<file path="src/rtl/gpio_pkg.sv">
// Shared gpio definitions: the interrupt FSM state encoding and the conf_1 field layout.
// The conf_1 offsets must stay in step with the gpio register map.
package gpio_pkg;

    typedef enum logic [1:0] {
        IDLE  = 2'd0,
        OFFER = 2'd1,
        ACK   = 2'd2,
        REARM = 2'd3
    } gpio_irq_state_t;

    // conf_1 holds four PORT_NUM-wide fields. Each offset is a multiple of PORT_NUM.
    localparam int CONF1_ESEL_MUL = 0;
    localparam int CONF1_EN_MUL   = 2;
    localparam int CONF1_STAT_MUL = 3;

    function automatic int conf1_stat_off(input int port_num);
        return CONF1_STAT_MUL * port_num;
    endfunction

endpackage

</file>
<file path="src/rtl/gpio_irq_ctrl_if.sv">
// Host-side interrupt offer channel: a port ID travels under a valid/ready handshake.
interface gpio_irq_ctrl_if #(
    parameter int ID_W = 3
) ();
    logic            irq_valid;
    logic            irq_ready;
    logic [ID_W-1:0] irq_id;

    modport master (output irq_valid, output irq_id, input irq_ready);
    modport slave  (input irq_valid, input irq_id, output irq_ready);
endinterface

</file>
<file path="src/rtl/gpio_rr_pick.sv">
// Combinational round-robin picker. It returns the first set bit of pending,
// scanning upward from last+1 and wrapping modulo PORT_NUM.
module gpio_rr_pick #(
    parameter int PORT_NUM = 8,
    parameter int ID_W     = $clog2(PORT_NUM)
) (
    input  logic [PORT_NUM-1:0] pending,
    input  logic [ID_W-1:0]     last,
    output logic                found,
    output logic [ID_W-1:0]     sel_id
);
    logic [ID_W-1:0] cand;

    // Scan from the farthest offset down to the nearest, so the nearest match wins.
    always_comb begin
        found  = 1'b0;
        sel_id = '0;
        cand   = '0;
        for (int i = PORT_NUM; i >= 1; i--) begin
            cand = ID_W'((int'(last) + i) % PORT_NUM);
            if (pending[cand]) begin
                found  = 1'b1;
                sel_id = cand;
            end
        end
    end
endmodule

</file>
<file path="src/rtl/gpio_irq_ctrl.sv">
// gpio interrupt scheduler: round-robin selection, host offer, and a one-cycle ack to the port.
// The optional re-arm write of conf_1 is enabled with GPIO_IRQ_REARM_EN.
module gpio_irq_ctrl
    import gpio_pkg::*;
#(
    parameter int PORT_NUM = 8,
    parameter int ID_W     = $clog2(PORT_NUM),
    parameter int CNT_W    = 16
) (
    input  logic                  clock,
    input  logic                  reset,
    input  logic [PORT_NUM-1:0]   ir_valid,
    output logic [PORT_NUM-1:0]   ir_ready,
    input  logic [PORT_NUM-1:0]   irq_mask,
    gpio_irq_ctrl_if.master       irq,
    output logic [CNT_W-1:0]      irq_count,
    output logic                  busy
`ifdef GPIO_IRQ_REARM_EN
    ,
    output logic                  conf_1_valid,
    input  logic                  conf_1_ready,
    input  logic [4*PORT_NUM-1:0] conf_1_shadow,
    output logic [4*PORT_NUM-1:0] conf_1
`endif
);
    gpio_irq_state_t      state;
    logic [ID_W-1:0]      last;
    logic [PORT_NUM-1:0]  pending;
    logic                 found;
    logic [ID_W-1:0]      sel_id;
    logic [PORT_NUM-1:0]  ack_oh;

    assign pending = ir_valid & ~irq_mask;

    gpio_rr_pick #(.PORT_NUM(PORT_NUM), .ID_W(ID_W)) u_pick (
        .pending (pending),
        .last    (last),
        .found   (found),
        .sel_id  (sel_id)
    );

    always_comb begin
        ack_oh            = '0;
        ack_oh[irq.irq_id] = 1'b1;
    end

`ifdef GPIO_IRQ_REARM_EN
    logic [4*PORT_NUM-1:0] stat_clr;
    assign stat_clr = {{(4*PORT_NUM-1){1'b0}}, 1'b1} << (conf1_stat_off(PORT_NUM) + int'(irq.irq_id));
`endif

    always_ff @(posedge clock) begin
        if (reset) begin
            state         <= IDLE;
            last          <= ID_W'(PORT_NUM - 1);
            ir_ready      <= '0;
            irq.irq_valid <= 1'b0;
            irq.irq_id    <= '0;
            irq_count     <= '0;
            busy          <= 1'b0;
`ifdef GPIO_IRQ_REARM_EN
            conf_1_valid  <= 1'b0;
            conf_1        <= '0;
`endif
        end else begin
            case (state)
                IDLE: begin
                    ir_ready <= '0;
                    if (found) begin
                        irq.irq_id    <= sel_id;
                        irq.irq_valid <= 1'b1;
                        busy          <= 1'b1;
                        state         <= OFFER;
                    end
                end
                // Once offered, the grant is committed: mask and ir_valid are ignored here.
                OFFER: begin
                    if (irq.irq_ready) begin
                        irq.irq_valid <= 1'b0;
                        ir_ready      <= ack_oh;
                        last          <= irq.irq_id;
                        state         <= ACK;
                    end
                end
                ACK: begin
                    ir_ready <= '0;
                    if (~&irq_count) irq_count <= irq_count + CNT_W'(1);
`ifdef GPIO_IRQ_REARM_EN
                    conf_1       <= conf_1_shadow & ~stat_clr;
                    conf_1_valid <= 1'b1;
                    state        <= REARM;
`else
                    busy         <= 1'b0;
                    state        <= IDLE;
`endif
                end
                default: begin
`ifdef GPIO_IRQ_REARM_EN
                    if (conf_1_ready) begin
                        conf_1_valid <= 1'b0;
                        busy         <= 1'b0;
                        state        <= IDLE;
                    end
`else
                    busy  <= 1'b0;
                    state <= IDLE;
`endif
                end
            endcase
        end
    end
endmodule

</file>
<file path="src/flat_wrapper.sv">
// flat-port wrapper written by rule: the top's interface ports become plain ports
module gpio_irq_ctrl_flat import gpio_pkg::*;
#(
    parameter int PORT_NUM = 8,
    parameter int ID_W     = $clog2(PORT_NUM),
    parameter int CNT_W    = 16
)
  (clock, reset, ir_valid, ir_ready, irq_mask, irq_count, busy, irq_irq_valid, irq_irq_id, irq_irq_ready);
  gpio_irq_ctrl_if #(.ID_W(ID_W)) irq_i ();
  input  logic clock;
  input  logic reset;
  input  logic [PORT_NUM-1:0] ir_valid;
  output logic [PORT_NUM-1:0] ir_ready;
  input  logic [PORT_NUM-1:0] irq_mask;
  output logic [CNT_W-1:0] irq_count;
  output logic busy;
  output wire logic [$bits(irq_i.irq_valid)-1:0] irq_irq_valid;
  output wire logic [$bits(irq_i.irq_id)-1:0] irq_irq_id;
  input wire logic [$bits(irq_i.irq_ready)-1:0] irq_irq_ready;
  assign irq_irq_valid = irq_i.irq_valid;
  assign irq_irq_id = irq_i.irq_id;
  assign irq_i.irq_ready = irq_irq_ready;
  gpio_irq_ctrl #(.PORT_NUM(PORT_NUM), .ID_W(ID_W), .CNT_W(CNT_W)) u_core (.clock(clock), .reset(reset), .ir_valid(ir_valid), .ir_ready(ir_ready), .irq_mask(irq_mask), .irq(irq_i), .irq_count(irq_count), .busy(busy));
endmodule
</file>
<file path="config.mk">
export PLATFORM = sky130hd
export DESIGN_NAME = gpio_irq_ctrl_flat
export DESIGN_NICKNAME = d
export VERILOG_FILES = /design/src/rtl/gpio_pkg.sv /design/src/rtl/gpio_irq_ctrl_if.sv /design/src/rtl/gpio_rr_pick.sv /design/src/rtl/gpio_irq_ctrl.sv /design/src/flat_wrapper.sv
export SDC_FILE = /design/constraint.sdc
export NUM_CORES = 1
export LEC_CHECK = 0
export ABC_AREA = 1
export CORE_ASPECT_RATIO = 0.75
export CORE_MARGIN = 4
export CORE_UTILIZATION = 50
export CTS_CLUSTER_DIAMETER = 50
export DETAILED_ROUTE_END_ITERATION = 10
export GPL_TIMING_DRIVEN = 1
export PLACE_DENSITY_LB_ADDON = 0.05
export SYNTH_ARGS = -nofsm -noshare
export SYNTH_HDL_FRONTEND = slang
export SYNTH_SLANG_ARGS = --single-unit
</file>
<file path="constraint.sdc">
create_clock -name clock -period 2.5 [get_ports clock]
set_input_delay 0.375 -clock clock [delete_from_list [all_inputs] [get_ports clock]]
set_output_delay 0.375 -clock clock [all_outputs]
set_load 0.05 [all_outputs]
</file>
# == After elaboration in Yosys (flattened, before gate mapping) ==
# Index checks and enable logic that the tools add are counted.
# word_totals
regBits,34
word_cells,90
# classes
add_sub_neg,9
magnitude_cmp,10
eq_ne,4
mux,43
bitwise,4
reduce_logical,13
# ops
operator,n
$lt A3 B4 Y1 const B,9
$bmux W1 S3,8
$mux W3,8
$mux W1,19
$add A16 B1 Y16 const B,1
$pmux W8 S2,1
$reduce_and A16 Y1,1
$add A3 B3 Y3 const B,4
$reduce_and A2 Y1,6
$and A8 B8 Y8,1
$mux W8,1
$not A8 Y8,1
$add A3 B1 Y3 const B,2
$add A3 B2 Y3 const B,2
$mux W2,2
$pmux W1 S2,2
$pmux W2 S2,1
$reduce_bool A2 Y1,2
$demux W1 S3,1
$ge A3 B1 Y1 const B,1
$reduce_and A3 Y1,1
$eq A2 B1 Y1 const B,1
$eq A2 B2 Y1 const B,1
$logic_not A2 Y1,1
other kinds (5),6

# == Longest topological paths before layout ==
# Gate-level depths: netlist of the first run.
# depth
word_depth,14
depth_mapped,17
mapped_depth_nobuf,15

# == Modules after synthesis ==
# Synthesis of the first run repeated with hierarchy kept, for this count alone.
# unflattened
cells_unflattened,386
hier_area_um2,2429.8
# modules_own_cells
module,n_inst,cells_each,area_each_um2,seq_area_each_um2
gpio_irq_ctrl,1,263,1762.9,680.7
gpio_rr_pick,1,123,666.9,0.0

# == Least setup slack after synthesis of the first run ==
# OpenSTA, ideal clock, no wires.
# synth_path
path_kind,register to register
from,reg u_core.last[0]
to,reg u_core.irq.irq_id[0]
setup_ns,0.130
arrival_time_ns,1.954
required_time_ns,2.370
path_slack_ns,0.416
stages_incl_launch_ff,15
path_buffers,2
period_less_slack_ns,2.084
path_cell_list,dfxtp_1 buf_6 inv_2 buf_8 ha_1 inv_1 nand3_1 nand3_1 nand2_1 nor2_1 nand4_2 nand3_4 nor2_1 nand2_1 a21oi_2
# synth_between
elab_chain_cells,12
elab_cells_between_ends,41
classes_between,add/sub (8); mux (32); reduce/logical (1)
# synth_rtl
element,line,rtl
from (decl),gpio_irq_ctrl.sv:27,logic [ID_W-1:0] last;
from (signal assigned),gpio_irq_ctrl.sv:55,last <= ID_W'(PORT_NUM - 1);
from (signal assigned),gpio_irq_ctrl.sv:81,last <= irq.irq_id;
$add A3 B1 Y3,gpio_rr_pick.sv:20,cand = ID_W'((int'(last) + i) % PORT_NUM);
$bmux W1 S3,gpio_rr_pick.sv:21,if (pending[cand]) begin
$mux W1 (implied by the code),gpio_rr_pick.sv:21,
$mux W1 (8 in series),gpio_rr_pick.sv:21,
$reduce_and A2 Y1 (no line),--,
to (signal assigned),gpio_irq_ctrl.sv:70,irq.irq_id <= sel_id;
to (decl),gpio_irq_ctrl_if.sv:9,"modport master (output irq_valid, output irq_id, input irq_ready);"
# Several ways; a longest one is shown, not always the timed one. The select of a mux whose other input is x is not followed.
# A chain may end at the register's enable or synchronous reset.

# == Final worst setup path of the first run ==
# layout_path
from,reg u_core.last[1]
to,reg u_core.irq.irq_id[0]
# The elaborated chain is that of the path after synthesis.

==> results of run 1 <==
==> area by class of cell <==
type	count	area, um2
Timing Repair Buffer	51	500
Fill cell	348	1300
Clock inverter	3	68.8
Multi-Input combinational cell	237	1250
Clock buffer	5	68.8
Tap cell	55	68.8
Sequential cell	34	681
Inverter	51	191
==> state kept, by name, indices dropped and copies added (netlist names) <==
signal                flops
u_core.last               3
u_core.irq.irq_id         3
u_core.state              2
u_core.irq_count         16
u_core.busy               1
u_core.ir_ready           8
u_core.irq.irq_valid      1
==> power by group through the flow <==
stage,clock network [mW],logic (mW),registers [mW]
2_1_floorplan,0,0.536,0.734
3_3_place_gp,0,0.842,0.645
3_5_place_dp,0,0.834,0.645
4_1_cts,0.623,0.840,0.632
5_1_grt,0.653,0.935,0.640
6_report,0.609,0.855,0.633
==> cells by family after synthesis <==
kind of cell,after synthesis,share of synthesized area
AOI/OAI and AO/OA,48,0.119
DFF,34,0.313
buffers and inverters,58,0.111
and+or+nand+nor,183,0.417
xor gates and xnor gates,3,0.0225
adders and majority gates,3,0.0173
==> cells in the final DEF, fill, tap and decap left out, types with 2 or more instances in the layout <==
master,n
a21oi_1,30
a21oi_2,2
buf_4,4
bufinv_16,2
clkbuf_8,5
clkdlybuf4s50_1,47
dfxtp_1,34
ha_1,3
inv_1,47
inv_2,4
nand2_1,74
nand2_2,5
nand3_1,43
nand3_2,16
nor2_1,32
nor2_2,2
nor3_1,3
nor4_1,2
o211ai_1,2
o21ai_0,12
xor2_2,2
==> per-layer routing <==
metal | up-vias | routed length (um) | track usage
met4 | 0 | 51 | 0.0622
met5 | - | 0 | 0
met1 | 1022 | 2710 | 0.302
met2 | 111 | 2200 | 0.297
met3 | 6 | 640 | 0.0702
li1 | 1167 | - | -
==> worst reg2reg max path, delay by kind of cell (launching register included) <==
kind,cells,cell delay [ps]
adders and majority gates,1,440
AOI/OAI and AO/OA,1,120
DFF,1,340
buffers and inverters,2,270
and+or+nand+nor,8,950
==> through the flow <==
step,hold WS (ps),std cells
after floorplan,502,329
after global placement,450,428
after detailed placement,454,428
after CTS,465,436
after global routing,493,436
final,461,436
==> how the worst min path moves through the flow <==
stage / from / slack (ps) / end / cells past startpoint
3_3_place_gp: u_core.ir_ready[2]$_SDFFE_PP0P_ / 450 / u_core.ir_ready[2]$_SDFFE_PP0P_ / 2
6_report: u_core.ir_ready[2]$_SDFFE_PP0P_ / 460 / u_core.ir_ready[2]$_SDFFE_PP0P_ / 2
5_1_grt: u_core.ir_ready[3]$_SDFFE_PP0P_ / 490 / u_core.ir_ready[3]$_SDFFE_PP0P_ / 2
3_5_place_dp: u_core.ir_ready[2]$_SDFFE_PP0P_ / 450 / u_core.ir_ready[2]$_SDFFE_PP0P_ / 2
2_1_floorplan: u_core.state[1]$_SDFFE_PP0P_ / 500 / u_core.state[0]$_SDFFE_PP0P_ / 3
4_1_cts: u_core.ir_ready[2]$_SDFFE_PP0P_ / 470 / u_core.ir_ready[2]$_SDFFE_PP0P_ / 2
==> flow_metrics.env, run 1 <==
export IMPL_status="finished clean"
export IMPL_fp_dieArea_um2=5480
export IMPL_pwr_share_comb=0.408
export IMPL_finalSetupTns_ps=0
export IMPL_gp_congestion=1.02
export IMPL_ys_warn_count=0
export IMPL_ir_worst_vdd_mv=0.585
export IMPL_nets=402
export IMPL_final_max_slew_viol_count=0
export IMPL_cp_required_ps=2720
export IMPL_grt_pass1_vias=2065
export IMPL_route_detailed_wl_per_inst_um=12.8
export IMPL_rsz0062_at_grt="false"
export IMPL_area_growth_pct=30.2
export IMPL_clock_sink_count=34
export IMPL_timing_reg2reg_setup_slack_ps=290
export IMPL_p_clk_frac=0.290
export IMPL_root_buffer="clkbuf_8"
export IMPL_syn_area_um2=2170
export IMPL_switching_power_uw=823
export IMPL_via_count=2306
export IMPL_yosys_top_cells_area="dfxtp_1 31%, nand2_1 13%, nand3_1 9.9%, inv_1 8.1%, nand3_2 7.4%"
export IMPL_die_x_um=84.1
export IMPL_cp_arrival_ps=2430
export IMPL_pre_cts_ws_ps=390
export IMPL_syn_num_nets=351
export IMPL_clockBufferDepth=2
export IMPL_grtUsageTotal=0.210
export IMPL_reg2reg_depth=12
export IMPL_place_area_um2=2690
export IMPL_core_um2=4130
export IMPL_port_buffers=47
export IMPL_viasPerCell=5.29
export IMPL_synthDistinctLibCells=31
export IMPL_worstSetupPathType="flop to flop"
export IMPL_drt_total_wl_um=5600
export IMPL_cp_slowest_cell="ha_1"
export IMPL_yosysSeqAreaShare=0.313
export IMPL_synthArstFlopShare=0
export IMPL_crit_path_end_kind="flop"
export IMPL_row_count=20
export IMPL_tightestPinTransition_ps=509
export IMPL_switching_share=0.393
export IMPL_ios=48
export IMPL_max_slew_margin=0.660
export IMPL_clock_latency_ps=290
export IMPL_crit_start="u_core.last[1]$_SDFFE_PP1P_"
export IMPL_cts_tree="done"
export IMPL_start_util=0.526
export IMPL_h_tree_depth=2
export IMPL_intPower_mw=1.27
export IMPL_die_h_um=65.1
export IMPL_cp_depth=12
export IMPL_ctsResizeCount=0
export IMPL_final_setup_viol_count=0
export IMPL_clk_pin_slew_ps=70
export IMPL_synth_largest_area_cell="dfxtp_1"
export IMPL_clock_fmax_ghz=0.452
export IMPL_hpwlAfterDp_um=4380
export IMPL_grt_pass1_wl_um=9330
export IMPL_drive_gt1_frac=0.123
export IMPL_r2r_start="u_core.last[1]$_SDFFE_PP1P_"
export IMPL_synth_most_common_cell="nand2_1"
export IMPL_antenna_found_initial=0
export IMPL_r2r_end="u_core.irq.irq_id[0]$_SDFFE_PP0P_"
export IMPL_ys_ff_latch=34
export IMPL_synth_top_cell_area_share=0.313
export IMPL_cp_start_kind="flop"
export IMPL_design_area_um2=2830
export IMPL_path_cells="inv_2 -> ha_1 -> inv_1 -> nand3_1 -> nand3_1 -> nand2_1 -> nor2_1 -> nand4_2 -> nand3_4 -> nor2_1 -> nand2_1 -> a21oi_2"
export IMPL_drc=0
export IMPL_grt_max_degree=18
export IMPL_drt_iter0_markers=204
export IMPL_cpPeakStageDelay_ps=440
export IMPL_post_route_min_period_ps=2210
export IMPL_endpoint="u_core.irq.irq_id[0]$_SDFFE_PP0P_"
export IMPL_synth_edf_count=0
export IMPL_hold_class="flop to flop"
export IMPL_postSynthAreaPerCell_um2=6.61
export IMPL_synthCells=329
export IMPL_power_density_nw_per_um2=741
export IMPL_ys_flop_type="dfxtp_1"
export IMPL_min_period_over_period=0.885
export IMPL_fin_util=0.685
export IMPL_seqPwrFrac=0.302
export IMPL_final_antenna_net_count=0
export IMPL_overflow=0
export IMPL_cts_buffers=5
export IMPL_path_max_fanout=9
export IMPL_clock_skew_ps=7.27
export IMPL_fin_ws_ps=288
export IMPL_first_pass_iters=5
export IMPL_worst_path_buf_inv=2
export IMPL_synth_top_cells_by_count="74 x nand2_1, 47 x inv_1, 43 x nand3_1, 34 x dfxtp_1, 32 x nor2_1"
export IMPL_total_power_mw=2.10
export IMPL_hold_buffers=0
export IMPL_antenna_cells=0
export IMPL_maxCapViolCount=0
export IMPL_final_hold_viol_count=0
export IMPL_post_cts_buffers=0
export IMPL_critPathTopFamily="simple AND/OR/NAND/NOR gates"
export IMPL_power_leakage_nw=1.21
No activity file was read; power rests on OpenSTA's default activity.
==> inputs of run 2 (changes only) <==
--- a/config.mk
+++ b/config.mk
@@ -6,6 +6,7 @@
 export NUM_CORES = 1
 export LEC_CHECK = 0
 export ABC_AREA = 1
+export CAP_MARGIN = 20
 export CORE_ASPECT_RATIO = 0.75
 export CORE_MARGIN = 4
 export CORE_UTILIZATION = 50
==> constraint.sdc (replaced) <==
create_clock -name clock -period 2.2 [get_ports clock]
set_input_delay 0.33 -clock clock [delete_from_list [all_inputs] [get_ports clock]]
set_output_delay 0.33 -clock clock [all_outputs]
set_load 0.05 [all_outputs]
==> flow_metrics.env, run 2 (synthesis gave the netlist of run 1 again) <==
export IMPL_cp_depth=12
export IMPL_fin_ws_ps=217
export IMPL_power_density_nw_per_um2=811
export IMPL_final_cell_mix="74 x nand2_1, 47 x clkdlybuf4s50_1, 46 x inv_1"
export IMPL_grt_pass1_vias=2001
export IMPL_critPathTopFamily="simple AND/OR/NAND/NOR gates"
export IMPL_hold_class="flop to flop"
export IMPL_finalSetupTns_ps=0
export IMPL_row_count=20
export IMPL_clock_latency_ps=290
export IMPL_max_slew_margin=0.652
export IMPL_min_period_over_period=0.902
export IMPL_nets=406
export IMPL_final_setup_viol_count=0
export IMPL_grt_use_met2=0.304
export IMPL_regMostFlops="u_core.irq_count"
export IMPL_post_route_min_period_ps=1980
export IMPL_cts_tree="done"
export IMPL_antenna_cells=0
export IMPL_path_cells="inv_2 -> ha_1 -> buf_4 -> nand3_1 -> nand3_1 -> nand2_2 -> nor2_2 -> nand4_2 -> nand3_4 -> nor2_1 -> nand2_1 -> a21oi_2"
export IMPL_grt_use_met3=0.0514
export IMPL_power_leakage_nw=1.21
export IMPL_gp_congestion=1.00
export IMPL_met1_usage=0.338
export IMPL_clock_sink_count=34
export IMPL_grt_pass1_wl_um=9580
export IMPL_ios=48
export IMPL_h_tree_depth=2
export IMPL_hold_depth=2
export IMPL_path_max_fanout=9
export IMPL_ir_worst_vdd_mv=0.448
export IMPL_clk_pin_slew_ps=80
export IMPL_pre_cts_ws_ps=159
export IMPL_start_util=0.526
export IMPL_final_hold_viol_count=0
export IMPL_layout_commonest_cell="nand2_1"
export IMPL_via_count=2305
export IMPL_cts_buffers=5
export IMPL_die_h_um=65.1
export IMPL_grtUsageTotal=0.217
export IMPL_worstSetupPathType="flop to flop"
export IMPL_hold_buffers=0
export IMPL_cp_start_kind="flop"
export IMPL_clock_skew_ps=10.7
export IMPL_antenna_found_initial=0
export IMPL_timing_reg2reg_setup_slack_ps=220
export IMPL_core_um2=4130
export IMPL_clockBufferDepth=2
export IMPL_num_fill_cells=386
export IMPL_cp_arrival_ps=2160
export IMPL_hpwlAfterDp_um=4400
export IMPL_reg2reg_depth=12
export IMPL_final_antenna_net_count=0
export IMPL_area_growth_pct=30.5
export IMPL_worst_path_buf_inv=2
export IMPL_status="finished clean"
export IMPL_drt_iter0_markers=239
export IMPL_cp_slowest_cell="dfxtp_1"
export IMPL_fp_dieArea_um2=5480
export IMPL_tightestPinTransition_ps=521
export IMPL_grt_max_degree=18
export IMPL_maxCapViolCount=0
export IMPL_top_usage_layer="met1"
export IMPL_drc=0
export IMPL_cpMostUsedCell="nand3_1"
export IMPL_viasPerCell=5.24
export IMPL_first_pass_iters=5
export IMPL_clock_fmax_ghz=0.504
export IMPL_port_buffers=47
export IMPL_overflow=0
export IMPL_rsz0062_at_grt="false"
export IMPL_die_x_um=84.1
export IMPL_route_detailed_wl_per_inst_um=12.9
export IMPL_crit_path_end_kind="flop"
export IMPL_reg_top3="u_core.irq_count x16, u_core.ir_ready x8"
export IMPL_largest_reg_flops=16
export IMPL_cp_required_ps=2380
export IMPL_drt_total_wl_um=5680
export IMPL_cpPeakStageDelay_ps=360
export IMPL_drive_gt1_frac=0.135
export IMPL_root_buffer="clkbuf_8"
export IMPL_final_max_slew_viol_count=0
==> run 2: area by class of cell <==
cell class / instances / area (um2) / share of cell area
Inverter: 51 / 191 / 0.0675
Sequential cell: 34 / 681 / 0.240
Timing Repair Buffer: 55 / 531 / 0.187
Clock inverter: 3 / 45.0 / 0.0159
Clock buffer: 5 / 68.8 / 0.0243
Multi-Input combinational cell: 237 / 1250 / 0.441
Tap cell: 55 / 68.8 / 0.0243
==> run 2: worst paths after layout <==
kind                                            end                       startpoint
hold reg to reg     u_core.ir_ready[0]$_SDFFE_PP0P_  u_core.ir_ready[0]$_SDFFE_PP0P_
setup reg to reg  u_core.irq.irq_id[0]$_SDFFE_PP0P_      u_core.last[1]$_SDFFE_PP1P_
setup / recovery  u_core.irq.irq_id[0]$_SDFFE_PP0P_      u_core.last[1]$_SDFFE_PP1P_
hold / removal      u_core.ir_ready[0]$_SDFFE_PP0P_  u_core.ir_ready[0]$_SDFFE_PP0P_
==> run 2: stage by stage <==
step	cell area [um2]	hold WS, ps	cells	total power [mW]	util
final	2840	465	440	2.30	0.687
after global routing	2840	490	440	2.46	0.687
after CTS	2830	464	439	2.28	0.685
after detailed placement	2720	452	431	1.70	0.658
after global placement	2720	448	431	1.70	0.658
after floorplan	2170	500	329	1.44	-
==> run 2: metal layers <==
layer	wire (um)	part of all wire
met1	2880	0.51
met2	2290	0.40
met3	488	0.086
met4	19	0.0033
met5	0	0
==> run 2: tightest hold or removal path, cell delays in order (launching register included) <==
cell and delay, ps:
dfxtp_1 310, nand2_1 60, a21oi_1 50
==> run 2: power by group <==
group          leakage, nW  internal, mW  switching (mW)
clock               0.0504         0.337           0.245
sequential           0.276         0.663          0.0588
combinational        0.887         0.348           0.649
==> run 2: repair_timing <==
| item | CTS | global route |
|---|---|---|
| setup buffers | 0 | 1 |
| endpoints found under the setup margin | 0 | 3 |
| gates resized for setup | 0 | 1 |
==> inputs of run 3 (changes only) <==
--- a/config.mk
+++ b/config.mk
@@ -7,13 +7,13 @@
 export LEC_CHECK = 0
 export ABC_AREA = 1
 export CAP_MARGIN = 20
-export CORE_ASPECT_RATIO = 0.75
 export CORE_MARGIN = 4
 export CORE_UTILIZATION = 50
 export CTS_CLUSTER_DIAMETER = 50
 export DETAILED_ROUTE_END_ITERATION = 10
 export GPL_TIMING_DRIVEN = 1
 export PLACE_DENSITY_LB_ADDON = 0.05
+export REMOVE_ABC_BUFFERS = 1
 export SYNTH_ARGS = -nofsm -noshare
 export SYNTH_HDL_FRONTEND = slang
 export SYNTH_SLANG_ARGS = --single-unit
==> flow_metrics.env, run 3 (synthesis gave the netlist of run 1 again) <==
export IMPL_status="finished clean"
export IMPL_regMostFlops="u_core.irq_count"
export IMPL_viasPerCell=5.18
export IMPL_final_setup_viol_count=0
export IMPL_grtUsageTotal=0.220
export IMPL_fp_dieArea_um2=5470
export IMPL_ir_worst_vdd_mv=0.499
export IMPL_clock_fmax_ghz=0.499
export IMPL_grt_max_degree=18
export IMPL_hpwlAfterDp_um=4150
export IMPL_route_detailed_wl_per_inst_um=12.5
export IMPL_die_x_um=73.9
export IMPL_reg2reg_depth=12
export IMPL_rsz0062_at_grt="false"
export IMPL_cp_required_ps=2380
export IMPL_start_util=0.528
export IMPL_final_cell_mix="74 x nand2_1, 47 x inv_1, 47 x clkdlybuf4s50_1"
export IMPL_place_area_um2=2700
export IMPL_drc=0
export IMPL_hold_slack_ps=460
export IMPL_antenna_cells=0
export IMPL_clock_latency_ps=290
export IMPL_cp_slowest_cell="dfxtp_1"
export IMPL_clk_pin_slew_ps=80
export IMPL_final_antenna_net_count=0
export IMPL_antenna_found_initial=0
export IMPL_power_density_nw_per_um2=840
export IMPL_timing_reg2reg_setup_slack_ps=200
export IMPL_grt_pass1_wl_um=9490
export IMPL_cts_buffers=5
export IMPL_core_um2=4120
export IMPL_clock_sink_count=34
export IMPL_layout_commonest_cell="nand2_1"
export IMPL_area_growth_pct=30.9
export IMPL_design_area_um2=2840
export IMPL_fin_ws_ps=195
export IMPL_fin_util=0.691
export IMPL_final_hold_viol_count=0
export IMPL_final_max_slew_viol_count=0
export IMPL_grt_pass1_vias=2219
export IMPL_hold_buffers=0
export IMPL_pre_cts_ws_ps=147
export IMPL_worst_path_buf_inv=2
export IMPL_cpPeakStageDelay_ps=340
export IMPL_total_power_mw=2.39
export IMPL_ios=48
export IMPL_post_cts_buffers=0
export IMPL_port_buffers=47
export IMPL_crit_path_end_kind="flop"
export IMPL_power_leakage_nw=1.23
export IMPL_hold_class="flop to flop"
export IMPL_maxCapViolCount=0
export IMPL_die_h_um=73.9
export IMPL_h_tree_depth=2
export IMPL_clock_skew_ps=9.70
export IMPL_cp_arrival_ps=2190
export IMPL_min_period_over_period=0.911
export IMPL_row_count=23
export IMPL_path_max_fanout=9
export IMPL_min_delay_start="u_core.ir_ready[0]$_SDFFE_PP0P_"
export IMPL_place_inst=425
export IMPL_largest_reg_flops=16
export IMPL_tightestPinTransition_ps=552
export IMPL_path_cells="inv_2 -> ha_1 -> inv_1 -> nand3_1 -> nand3_1 -> nand2_1 -> nor2_1 -> nand4_2 -> nand3_4 -> nor2_1 -> nand2_1 -> a21oi_2"
export IMPL_r2r_end="u_core.irq.irq_id[0]$_SDFFE_PP0P_"
export IMPL_holdPathEnd="u_core.ir_ready[0]$_SDFFE_PP0P_"
export IMPL_root_buffer="clkbuf_8"
export IMPL_overflow=0
export IMPL_post_route_min_period_ps=2000
export IMPL_gp_congestion=0.933
export IMPL_cts_tree="done"
export IMPL_first_pass_iters=4
export IMPL_finalSetupTns_ps=0
export IMPL_clockBufferDepth=2
export IMPL_drive_gt1_frac=0.128
export IMPL_cp_start_kind="flop"
export IMPL_nets=404
export IMPL_critPathTopFamily="simple AND/OR/NAND/NOR gates"
export IMPL_r2r_start="u_core.last[0]$_SDFFE_PP1P_"
export IMPL_hold_depth=2
export IMPL_worstSetupPathType="flop to flop"
export IMPL_reg_top3="u_core.irq_count x16, u_core.ir_ready x8"
export IMPL_max_slew_margin=0.631
export IMPL_final_cells=433
export IMPL_drt_iter0_markers=138
export IMPL_ctsResizeCount=0
export IMPL_via_count=2242
export IMPL_drt_total_wl_um=5400
## run 3: worst min-delay path: cells and delay by family, from the launching register on
family / cells / cell delay (ps)
compound gates: 1 / 50
simple gates: 1 / 60
flops: 1 / 310
## run 3: power breakdown
group / internal [mW] / switching (mW) / total [mW]
Sequential: 0.664 / 0.0502 / 0.714
Clock: 0.483 / 0.225 / 0.709
Combinational: 0.337 / 0.629 / 0.967
Total: 1.48 / 0.905 / 2.39
## run 3: per-layer routing
layer  global-route usage  wire length [um]  part of all wire  vias to the layer above
met5                    0                 0                 0                        -
met4               0.0724                90             0.017                        0
met3               0.0473               193             0.036                       12
met2                0.368              2570              0.48                       44
met1                0.281              2550              0.47                     1018
li1                     -                 -                 -                     1168
## run 3: final cells by class
cell class | instances | area, um2
repair buffers | 53 | 515
clock buffers | 6 | 82.6
clock inverters | 2 | 60.1
fillers | 390 | 1270
multi-input cells | 237 | 1250
well taps | 50 | 62.6
inverters | 51 | 191
flip-flops and latches | 34 | 681
## run 3: how the worst max path moves through the flow
| stage | from | end | depth (start not counted) |
|---|---|---|---|
| after floorplan | u_core.last[0]$_SDFFE_PP1P_ | u_core.irq.irq_id[1]$_SDFFE_PP0P_ | 11 |
| after detailed placement | irq_mask[4] | u_core.irq.irq_id[0]$_SDFFE_PP0P_ | 12 |
| after CTS | u_core.last[0]$_SDFFE_PP1P_ | u_core.irq.irq_id[0]$_SDFFE_PP0P_ | 12 |
| after global routing | u_core.last[0]$_SDFFE_PP1P_ | u_core.irq.irq_id[0]$_SDFFE_PP0P_ | 12 |
| final | u_core.last[0]$_SDFFE_PP1P_ | u_core.irq.irq_id[0]$_SDFFE_PP0P_ | 12 |
| after global placement | irq_mask[4] | u_core.irq.irq_id[0]$_SDFFE_PP0P_ | 12 |
